$ cat src/rtl/booth_mul.sv
// ---------------------------------------------------------------------------
// booth_mul -- sequential signed Booth multiplier (WIDTH x WIDTH -> 2*WIDTH)
//
// Purpose:
//   Multiplies two signed operands by iterating Booth recoding steps over a
//   {Acc, Q, Q-1} shift register. Uses the same start/done handshake as the
//   non-restoring divider so both units are driven identically.
//
// Optional feature macro:
//   BOOTH_RADIX4_EN  defined   -> modified Booth radix-4, WIDTH/2 steps
//                    undefined -> radix-2 Booth, WIDTH steps (default)
//
// Ports:
//   clk      in   rising-edge clock
//   reset    in   synchronous active-high reset
//   start    in   operation request, sampled only while idle
//   a        in   signed multiplicand [WIDTH-1:0]
//   b        in   signed multiplier   [WIDTH-1:0]
//   product  out  signed registered result [2*WIDTH-1:0]
//   done     out  one-cycle pulse: product has just been updated
//   busy     out  high while an operation is in flight; this is also the
//                 FSM state indicator (busy == state is CALC)
//
// Handshake:
//   start is accepted on any rising edge where the unit is idle and start=1;
//   a/b are captured on that edge and busy rises. start while busy is
//   ignored (no queueing). On the final step's edge product is loaded, done
//   pulses for exactly one cycle and busy falls. Holding start high issues a
//   new operation on the edge right after done.
// ---------------------------------------------------------------------------
module booth_mul #(
   parameter int WIDTH = 8
) (
   input  logic                      clk,
   input  logic                      reset,
   input  logic                      start,
   input  logic signed [WIDTH-1:0]   a,
   input  logic signed [WIDTH-1:0]   b,
   output logic signed [2*WIDTH-1:0] product,
   output logic                      done,
   output logic                      busy
);

`ifdef BOOTH_RADIX4_EN
   // Two extra accumulator bits so that +/-2M never overflows.
   localparam int ACC_W = WIDTH + 2;
   localparam int STEPS = WIDTH / 2;
`else
   // One extra accumulator bit so that -(-2^(WIDTH-1)) fits.
   localparam int ACC_W = WIDTH + 1;
   localparam int STEPS = WIDTH;
`endif
   localparam int CNT_W = (STEPS > 1) ? $clog2(STEPS) : 1;

   typedef enum logic {
      S_IDLE = 1'b0,
      S_CALC = 1'b1
   } state_t;

   state_t r_state;
   state_t w_next_state;

   logic [ACC_W-1:0] r_acc;
   logic [ACC_W-1:0] r_m;
   logic [WIDTH-1:0] r_q;
   logic             r_q_m1;
   logic [CNT_W-1:0] r_cnt;
   logic             r_done;
   logic [2*WIDTH-1:0] r_product;

   logic             w_accept;
   logic             w_last;
   logic [ACC_W-1:0] w_sum;
   logic [ACC_W-1:0] w_acc_nxt;
   logic [WIDTH-1:0] w_q_nxt;
   logic             w_q_m1_nxt;

   // -----------------------------------------------------------------------
   // FSM: state register
   // -----------------------------------------------------------------------
   always_ff @(posedge clk) begin
      if (reset) begin
         r_state <= S_IDLE;
      end else begin
         r_state <= w_next_state;
      end
   end

   // -----------------------------------------------------------------------
   // FSM: next state and control strobes
   // -----------------------------------------------------------------------
   always_comb begin
      w_next_state = r_state;
      w_accept     = 1'b0;
      w_last       = 1'b0;
      unique case (r_state)
         S_IDLE: begin
            if (start) begin
               w_accept     = 1'b1;
               w_next_state = S_CALC;
            end
         end
         S_CALC: begin
            if (r_cnt == CNT_W'(STEPS - 1)) begin
               w_last       = 1'b1;
               w_next_state = S_IDLE;
            end
         end
         default: w_next_state = S_IDLE;
      endcase
   end

   // -----------------------------------------------------------------------
   // One Booth step: add/subtract from recoding, then arithmetic shift
   // -----------------------------------------------------------------------
`ifdef BOOTH_RADIX4_EN
   logic [ACC_W-1:0] w_m2;
   assign w_m2 = {r_m[ACC_W-2:0], 1'b0};

   always_comb begin
      w_sum = r_acc;
      unique case ({r_q[1], r_q[0], r_q_m1})
         3'b001, 3'b010: w_sum = r_acc + r_m;
         3'b011:         w_sum = r_acc + w_m2;
         3'b100:         w_sum = r_acc - w_m2;
         3'b101, 3'b110: w_sum = r_acc - r_m;
         default:        w_sum = r_acc;   // 000 / 111
      endcase
      // Shift right by 2, replicating the accumulator sign bit.
      {w_acc_nxt, w_q_nxt, w_q_m1_nxt} = {{2{w_sum[ACC_W-1]}}, w_sum, r_q[WIDTH-1:1]};
   end
`else
   always_comb begin
      w_sum = r_acc;
      unique case ({r_q[0], r_q_m1})
         2'b01:   w_sum = r_acc + r_m;
         2'b10:   w_sum = r_acc - r_m;
         default: w_sum = r_acc;          // 00 / 11
      endcase
      // Shift right by 1, replicating the accumulator sign bit.
      {w_acc_nxt, w_q_nxt, w_q_m1_nxt} = {w_sum[ACC_W-1], w_sum, r_q};
   end
`endif

   // -----------------------------------------------------------------------
   // Datapath registers
   // -----------------------------------------------------------------------
   always_ff @(posedge clk) begin
      if (reset) begin
         r_acc     <= '0;
         r_m       <= '0;
         r_q       <= '0;
         r_q_m1    <= 1'b0;
         r_cnt     <= '0;
         r_done    <= 1'b0;
         r_product <= '0;
      end else begin
         // done is a single-cycle pulse; it is only set on a final step.
         r_done <= 1'b0;
         if (w_accept) begin
            r_m    <= {{(ACC_W - WIDTH){a[WIDTH-1]}}, a};
            r_q    <= b;
            r_acc  <= '0;
            r_q_m1 <= 1'b0;
            r_cnt  <= '0;
         end else if (r_state == S_CALC) begin
            r_acc  <= w_acc_nxt;
            r_q    <= w_q_nxt;
            r_q_m1 <= w_q_m1_nxt;
            r_cnt  <= r_cnt + CNT_W'(1);
            if (w_last) begin
               // Low 2*WIDTH bits of {Acc, Q} after the last shift.
               r_product <= {w_acc_nxt[WIDTH-1:0], w_q_nxt};
               r_done    <= 1'b1;
            end
         end
      end
   end

   assign product = r_product;
   assign done    = r_done;
   assign busy    = (r_state == S_CALC);

endmodule

$ cat config.mk
export PLATFORM = sky130hd
export DESIGN_NAME = booth_mul
export DESIGN_NICKNAME = d
export VERILOG_FILES = /design/src/rtl/booth_mul.sv
export SDC_FILE = /design/constraint.sdc
export NUM_CORES = 1
export LEC_CHECK = 0
export ABC_AREA = 1
export CORE_ASPECT_RATIO = 2
export CORE_MARGIN = 5
export CORE_UTILIZATION = 48
export DETAILED_ROUTE_END_ITERATION = 12
export PLACE_DENSITY = 0.8
export RECOVER_POWER = 50
export SLEW_MARGIN = 20
export SYNTH_ARGS = -nofsm -noshare
export SYNTH_HDL_FRONTEND = slang
export SYNTH_SLANG_ARGS = --single-unit
$ cat constraint.sdc
create_clock -name clk -period 2 [get_ports clk]
set_input_delay 0.3 -clock clk [delete_from_list [all_inputs] [get_ports clk]]
set_output_delay 0.3 -clock clk [all_outputs]
set_load 0.05 [all_outputs]
Word level (Yosys, flattened, before mapping)
Cells that the tools add are included.
Operators by class
  add/subtract/negate cells: 3
  multipliers: 0
  div/mod/pow operators: 0
  magnitude comparators: 0
  equal/unequal tests: 3
  shift-type cells: 0
  multiplexer cells: 10
  bitwise gates (word level): 2
  reduce and logical (&&, ||, !) cells: 4
Operators with widths (count)
  one-hot mux 9 bit (2 select lines): 1
  2-to-1 mux 8 bit: 2
  adder 8 x 8 -> 9 bit: 1
  subtractor 8 x 8 -> 9 bit: 1
  2-to-1 mux 1 bit: 6
  adder 3 x 1 -> 3 bit (second input constant): 1
  equality test 3 bit (second input constant): 1
  AND reduction 3 bit: 1
  OR reduction 3 bit: 1
  equality test 2 x 1 -> 1 bit (second input constant): 1
  equality test 2 bit (second input constant): 1
  NOT 1 bit: 2
  one-hot mux 1 bit (2 select lines): 1
  nonzero test 2 bit: 1
  OR reduction 2 bit: 1
Storage, ports and cells
  register bits after elaboration: 46
  bits in latches: 0
  bits in writable memories: 0
  bits in read-only memories: 0
  input bits: 19
  output and inout port bits: 18
  logic and storage cells: 30
  memories kept: 0

Logic depth before layout (Yosys ltp)
Gate-level depths: netlist of run 1.
  word-level depth: 4
  depth in mapped cells: 20
  mapped depth without buffers: 20

Worst setup path before layout of run 1
No wires, ideal clock.
  kind: flip-flop to flip-flop
  start point: register r_m[0]
  end point: register r_product[14], in the netlist product[14]
  arrival: 2.100 ns
  data required time: 1.887 ns
  setup slack: -0.213 ns
  stages on the path, launching flop included: 17
  period minus slack after synthesis: 2.213 ns
  cell sequence: dfxtp_1 > inv_1 > ha_1 > inv_1 > nor2_1 > inv_1 > o21ai_0 > xnor2_1 > inv_1 > ha_1 > a21oi_1 > o21a_1 > nand3b_1 > nand3_1 > o21ai_0 > nand2_1 > nand2_1
On the way
  word-level cells in the longest chain between the ends: 2
  elaborated cells between the ends (all ways): 3
  classes of those cells: 2 x add/sub; 1 x mux
RTL lines
  start: declaration: RTL line 64  | logic [ACC_W-1:0] r_m;
  start signal: assignment: RTL line 161  | r_m <= {{(ACC_W - WIDTH){a[WIDTH-1]}}, a};
  subtractor 8 x 8 -> 9 bit / adder 8 x 8 -> 9 bit (equally long branches): RTL line 137, 136
  one-hot mux 9 bit (2 select lines) (*): RTL line 135  | unique case ({r_q[0], r_q_m1})
  end signal: assignment: RTL line 173  | r_product <= {w_acc_nxt[WIDTH-1:0], w_q_nxt};
  end: declaration: RTL line 69  | logic [2*WIDTH-1:0] r_product;
Mark *: on every way between the ends. The rest lies on a longest branch, timed or not.
A chain may end at the register's enable or synchronous reset.

Worst setup path in the final report of run 1
  start point: register r_m[0]
  end point: register r_acc[6]
On the way
  word-level cells in the longest chain between the ends: 2
  elaborated cells between the ends (all ways): 3
  classes of those cells: 2 x add/sub; 1 x mux
RTL lines
  subtractor 8 x 8 -> 9 bit / adder 8 x 8 -> 9 bit (equally long branches): RTL line 137, 136
  one-hot mux 9 bit (2 select lines) (*): RTL line 135
  end signal: assignment: RTL line 167  | r_acc <= w_acc_nxt;
  end: declaration: RTL line 63  | logic [ACC_W-1:0] r_acc;
Marks and branches as above.

==> results of run 1 <==
worst max-delay path by stage:
stage	start	endpoint	slack, ns	cells after the start
6_report	r_m[0]$_SDFFE_PP0P_	r_acc[6]$_SDFFE_PP0P_	-0.20	17
4_1_cts	r_m[2]$_SDFFE_PP0P_	r_acc[7]$_SDFFE_PP0P_	-0.20	18
5_1_grt	r_m[0]$_SDFFE_PP0P_	r_acc[6]$_SDFFE_PP0P_	-0.39	16
3_3_place_gp	r_m[0]$_SDFFE_PP0P_	r_acc[7]$_SDFFE_PP0P_	-0.20	15
3_5_place_dp	r_m[0]$_SDFFE_PP0P_	product[15]$_SDFFE_PP0P_	-0.23	15
2_1_floorplan	r_m[0]$_SDFFE_PP0P_	r_acc[7]$_SDFFE_PP0P_	-0.04	20
placed cells by master, fill, tap and decap left out, types with 2 or more instances in the layout:
cell             count
dfxtp_1             43
a21oi_2              3
ha_4                 7
o221ai_1             2
a21oi_1             13
clkbuf_1             4
o21ai_2              2
nor2_2               5
nor2_1              23
nand4_1              2
nand3_2              6
o21ai_0             19
buf_6                2
o22ai_1              2
dfxtp_2              3
inv_1               41
nor2_4               2
o211ai_1             2
inv_2                9
nand2_4              3
clkbuf_8             5
clkdlybuf4s50_1     35
o21ai_1              3
nand2_1             77
xor2_1               3
nand2_2              8
ha_1                 5
nand3_1             13
xnor2_1              3
buf_4               25
a22o_1               6
a31oi_1              2
routing by layer:
metal,part of all wire (%),wire length (µm)
met1,38,2320
met2,54,3290
met3,3.2,197
met4,5.0,307
met5,0,0
layout make-up:
| class | count | area [µm²] | share of cell area, % |
|---|---|---|---|
| clock buffer | 7 | 76.3 | 2.33 |
| clock inverter | 1 | 30.0 | 0.917 |
| inverter | 51 | 191 | 5.85 |
| multi-input combinational | 222 | 1390 | 42.5 |
| sequential | 46 | 925 | 28.2 |
| tap | 57 | 71.3 | 2.18 |
| timing repair buffer | 65 | 588 | 18.0 |
sequential cells by signal, indices dropped and copies added, names as in the netlist:
register	cells
done	1
product	16
r_acc	8
busy	1
r_cnt	3
r_q	8
r_m	8
r_q_m1	1
stage by stage:
step,cells,hold slack (ns),total power [W],TNS [ns]
final,449,0.461,0.00245,-1.56
after global routing,449,0.493,0.00258,-3.54
after CTS,446,0.460,0.00238,-1.25
after detailed placement,434,0.448,0.00166,-2.14
after global placement,434,0.441,0.00165,-1.66
after floorplan,329,0.369,0.00144,-0.0729
logic make-up (layout without fill, tap and decap cells):
| family | after synthesis | in the layout |
|---|---|---|
| and+or+nand+nor | 143 | 143 |
| AOI/OAI and AO/OA | 58 | 58 |
| adders and majority gates | 13 | 13 |
| muxes | 1 | 1 |
| xor gates and xnor gates | 7 | 7 |
| buffers and inverters | 61 | 124 |
| DFF | 46 | 46 |
critical path, delay by kind of cell, from the launching register on:
family | cells | cell delay [ns]
and+or+nand+nor | 8 | 0.65
DFF | 1 | 0.34
xor gates and xnor gates | 1 | 0.15
adders and majority gates | 2 | 0.42
buffers and inverters | 4 | 0.24
AOI/OAI and AO/OA | 2 | 0.31
what timing repair did:
item / in CTS / in global routing
gates cloned: 0 / 0
buffers inserted: 4 / 3
endpoints found under the setup margin: 17 / 14
pin swaps: 16 / 20
resized for setup: 23 / 17
hold endpoints to repair: 0 / 0
where the power goes:
| group | leakage [nW] | internal [W] | switching (W) |
|---|---|---|---|
| Clock | 0.0524 | 0.000374 | 0.000304 |
| Combinational | 1.07 | 0.000372 | 0.000412 |
| Sequential | 0.376 | 0.000953 | 0.0000347 |
| Total | 1.50 | 0.00170 | 0.000751 |
==> impl_metrics.csv, run 1 <==
group,metric,value,unit
worst_hold_path,worstHoldStart,"product[14]$_SDFFE_PP0P_",
synth,synth_top_family_by_area,"simple AND/OR/NAND/NOR gates",
cells_and_area,n_fill_cell,379,
power,ir_worst_vdd,0.696,mV
clock_network,cts_root_buffer,"clkbuf_8",
grt,grt_start_max_net_pins,17,
timing,period_share,110,%
power,power.leakage,1.50,nW
place,numPortBuffers,36,
grt,grt.met1_usage,21.1,%
drt,antenna_left,0,
synth,netlist-cell-type-count,35,
grt,grt-ovfl-total,0,
synth,async_flop_share,0,%
cells_and_area,diodes,0,
synth,ys_seq_elements,46,
timing,clock_skew,0.00559,ns
setup_path,crit_fanout,4,
drt,drt-initial-drc-count,39,
setup_path,reg2reg_slack,-0.20,ns
synth,synth_fp_nets,361,
setup_path,crit_type,"reg2reg",
power,power.density,748,nW/µm²
worst_hold_path,whs_path_depth,2,
synth,synthMostInstantiatedCell,"nand2_1",
synth,yosysSeqAreaShare,38.9,%
synth,synth_xor_area_share,2.59,%
setup_path,worst_ep_required_time,2.20,ns
run,maxCapViolCount,0,
place,dpl-instance-area,2990,µm²
grt,antenna_found_initial,0,
synth,synth_fa_ha_area_share,7.18,%
outcome,violations,"setup timing",
setup_path,critPathLaunchType,"flip-flop",
die,die_x,59.7,µm
synth,synth_area_leaders,"dfxtp_1, nand2_1, inv_1",
grt,grt_pass1_vias,2379,
drt,dr.pass1.iters,4,
timing,slew_headroom,61.7,%
setup_path,ff2ff_path_depth,17,
setup_path,cp.arrival,2.40,ns
die,coreArea,4820,µm²
drt,num_vias,2319,
cells_and_area,areaGrowthSynthToFinish,38.2,%
cells_and_area,fin_area,3270,µm²
cells_and_area,final_nets,423,
timing,min_period,2.20,ns
synth,netlist_area,2370,µm²
die,io_pins,37,
synth,yosysWarnings,0,
setup_path,crit_top_cell,"nand2_1",
place,place_ws,-0.231,ns
timing,slew_viol_final,0,
grt,met3_usage,3.41,%
die,start_util,49.2,%
synth,syn-mean-instance-area,7.20,µm²
timing,maxClockFrequency,454,MHz
grt,grt_first_pass_wirelength,10.3,mm
die,die_h,109,µm
place,dpl.hpwl,4.55,mm
setup_path,cpPeakStageDelay,0.34,ns
setup_path,crit_chain,"inv_2, ha_4, inv_2, nor2_4, nand3_2, nand2_1, xor2_1, inv_1, ha_4, nand2_1, o21a_1, nand2_1, nand2_1, nand3_2, o211ai_1, nand2_1, inv_1",
clock_network,insertion_delay,0.30,ns
grt,use_met2,36.7,%
synth,synth_compound_area_share,14.7,%
setup_path,slowest_stage,"dfxtp_2",
clock_network,cts_made_buffers,5,
synth,synthFlopType,"dfxtp_1",
drt,drc_errors,0,
worst_hold_path,holdPathEnd,"product[14]$_SDFFE_PP0P_",
clock_network,ctsHoldBuffers,0,
timing,final-setup-viol-count,13,
timing,rsz0062_at_grt,"yes",
clock_network,htreeDepth,2,
drt,viasPerCell,5.16,
clock_network,cts_tree,"yes",
outcome,status,"finished, violations left",
drt,totalWireLength,6.12,mm
cells_and_area,final_layout_size_suffix_gt1_share,22.4,%
clock_network,clk_path_buf_depth,2,
grt,grt.busiest_layer,"met2",
worst_hold_path,hold_class,"reg2reg",
synth,synth_common_cells,"nand2_1, inv_1, dfxtp_1",
cells_and_area,utilization,67.9,%
synth,synth_edf_count,0,
synth,synthSimpleGateAreaFrac,25.4,%
setup_path,reg2reg_to,"r_acc[6]$_SDFFE_PP0P_",
clock_network,cts.clk_slew.worst_paths,0.08,ns
setup_path,end_kind,"flip-flop",
place,place_congestion,0.892,
grt,track_usage,20.4,%
drt,wire_per_inst,13.6,µm
die,design.die.area,6530,µm²
timing,timing.final.ws_setup,-0.201,ns
setup_path,r2r-start,"r_m[0]$_SDFFE_PP0P_",
timing,tightest_slew,0.574,ns
synth,synthCells,329,
die,rows,36,
synth,synthMuxAreaShare,0.422,%
synth,synth_top_area_share,38.9,%
synth,synth.largest_area_cell,"dfxtp_1",
clock_network,clock_sinks,46,
timing,hold_viol,0,
Note: power is estimated with default switching activity, not from simulation.
==> run 2, diff against run 1 <==
Settings changed: GPL_TIMING_DRIVEN from default to 0.
==> run 2 against run 1 <==
Compared with the run above:
- the flow still finishes with violations (setup timing)
- sequential power grew 0.7%
- critical path depth up 1
- sequential share of layout area down 0.25 points
- core utilization increased by 1.2 points
- worst hold slack worse by 0.0018 ns
- routed wire length up 9.9%
- largest cell class unchanged
==> impl_metrics.csv, run 2 (same netlist as run 1, synthesis figures left out) <==
group,metric,value,unit
setup_path,crit_start,"r_m[1]$_SDFFE_PP0P_",
cells_and_area,n_fill_cell,369,
die,die_h,109,µm
setup_path,cp.arrival,2.55,ns
worst_hold_path,worstHoldStart,"product[15]$_SDFFE_PP0P_",
setup_path,worst_ep_required_time,2.22,ns
setup_path,crit_type,"reg2reg",
drt,drt-initial-drc-count,63,
cells_and_area,mostFrequentLayoutCell,"nand2_1",
setup_path,crit_fanout,4,
grt,grt_start_max_net_pins,14,
die,coreArea,4820,µm²
setup_path,critPathLaunchType,"flip-flop",
place,dp.cells,422,
cells_and_area,diodes,0,
drt,dr.pass1.iters,4,
timing,period_share,116,%
setup_path,reg2reg_slack,-0.33,ns
run,maxCapViolCount,0,
clock_network,cts.clk_slew.worst_paths,0.09,ns
clock_network,clock_sinks,46,
grt,track_usage,21.4,%
setup_path,r2r-start,"r_m[1]$_SDFFE_PP0P_",
grt,grt_pass1_vias,2397,
setup_path,end_kind,"flip-flop",
grt,antenna_found_initial,0,
outcome,violations,"setup timing",
place,dpl.hpwl,4.58,mm
clock_network,ctsHoldBuffers,0,
timing,slew_viol_final,0,
timing,timing.hold.ws,0.459,ns
timing,rsz0062_at_grt,"yes",
worst_hold_path,holdPathEnd,"product[15]$_SDFFE_PP0P_",
die,design.die.area,6530,µm²
cells_and_area,fin_cells,446,
setup_path,cpPeakStageDelay,0.37,ns
clock_network,cts_tree,"yes",
power,ir_worst_vdd,0.722,mV
drt,drc_errors,0,
cells_and_area,final_cell_mix,"nand2_1, inv_1, dfxtp_1, clkdlybuf4s50_1, nor2_1",
clock_network,clk_path_buf_depth,2,
timing,timing.final.ws_setup,-0.328,ns
clock_network,cts_root_buffer,"clkbuf_8",
clock_network,cts_made_buffers,5,
timing,min_period,2.33,ns
drt,viasPerCell,5.26,
worst_hold_path,hold_class,"reg2reg",
cells_and_area,areaGrowthSynthToFinish,40.7,%
drt,num_vias,2348,
worst_hold_path,whs_path_depth,2,
power,power.leakage,1.51,nW
drt,wire_per_inst,15.1,µm
cells_and_area,utilization,69.2,%
clock_network,insertion_delay,0.31,ns
grt,grt-ovfl-total,0,
timing,slew_headroom,66.0,%
timing,hold_viol,0,
outcome,status,"finished, violations left",
setup_path,reg2reg_to,"r_acc[7]$_SDFFE_PP0P_",
grt,grt_first_pass_wirelength,10.6,mm
die,rows,36,
die,die_x,59.7,µm
cells_and_area,multi_input_area,1470,µm²
setup_path,crit_top_cell,"nand2_2",
timing,tightest_slew,0.508,ns
setup_path,crit_chain,"inv_4, ha_4, inv_4, nor2_4, inv_2, buf_4, a22oi_2, ha_4, nand3_2, nand3_2, nand2_2, nand2_2, inv_2, nand2_2, nand4_1, nand3_1, nand2_1, inv_1",
place,place_congestion,0.843,
die,start_util,49.2,%
timing,final-setup-viol-count,14,
cells_and_area,final_layout_size_suffix_gt1_share,25.7,%
power,power.density,719,nW/µm²
place,numPortBuffers,36,
cells_and_area,seqCellArea,933,µm²
cells_and_area,largest_reg_flops,16,
cells_and_area,final_nets,421,
setup_path,slowest_stage,"dfxtp_4",
clock_network,htreeDepth,2,
drt,totalWireLength,6.72,mm
setup_path,ff2ff_path_depth,18,
timing,clock_skew,0.0100,ns
timing,maxClockFrequency,429,MHz
drt,antenna_left,0,
die,io_pins,37,
-- run 2: cell type report --
type	count	share of cell area (%)
plain buffers	10	2.18
clock inverters	2	0.300
repair buffers	53	15.2
multi-input cells	222	44.1
clock buffers	5	2.06
inverters	51	6.04
well taps	57	2.14
flip-flops and latches	46	28.0
-- run 2: worst max-delay path: cells and delay by family, from the launching register on --
family,cells,cell delay [ns]
and+or+nand+nor,9,0.85
adders and majority gates,2,0.40
buffers and inverters,6,0.39
DFF,1,0.37
AOI/OAI and AO/OA,1,0.23
-- run 2: worst max path at each step --
| stage | end | slack [ns] |
|---|---|---|
| floorplan | r_acc[7]$_SDFFE_PP0P_ | -0.04 |
| global placement | product[15]$_SDFFE_PP0P_ | -0.30 |
| detailed placement | product[15]$_SDFFE_PP0P_ | -0.38 |
| CTS | product[15]$_SDFFE_PP0P_ | -0.26 |
| global route | r_acc[7]$_SDFFE_PP0P_ | -0.44 |
| finish | r_acc[7]$_SDFFE_PP0P_ | -0.33 |
-- run 2: power by group --
group | switching [W] | leakage, nW | internal, W | total (W)
registers | 0.0000420 | 0.377 | 0.000951 | 0.000994
logic | 0.000467 | 1.09 | 0.000392 | 0.000859
clock network | 0.000310 | 0.0438 | 0.000235 | 0.000545
total | 0.000819 | 1.51 | 0.00158 | 0.00240
-- run 2: what timing repair did --
| item | 4_1_cts | 5_1_grt |
|---|---|---|
| pin swaps | 21 | 25 |
| setup endpoints to repair | 14 | 14 |
| resized for setup | 34 | 36 |
| hold endpoints to repair | 0 | 0 |
| setup buffers | 11 | 7 |
-- run 2: through the flow --
stage / area, µm² / setup TNS, ns / total power [W] / setup WS [ns]
4_1_cts: 3180 / -1.75 / 0.00225 / -0.263
3_3_place_gp: 2890 / -1.73 / 0.00157 / -0.296
3_5_place_dp: 2890 / -2.57 / 0.00159 / -0.376
5_1_grt: 3330 / -4.74 / 0.00253 / -0.440
2_1_floorplan: 2450 / -0.0729 / 0.00144 / -0.0407
6_report: 3330 / -3.22 / 0.00240 / -0.328
-- run 2: layer usage --
layer | track usage [%] | up-vias | part of all wire, %
met5 | 0 | - | 0
met4 | 13.3 | 0 | 4.4
met3 | 4.00 | 24 | 3.1
met2 | 40.2 | 57 | 58
met1 | 20.0 | 1091 | 35
li1 | - | 1176 | -
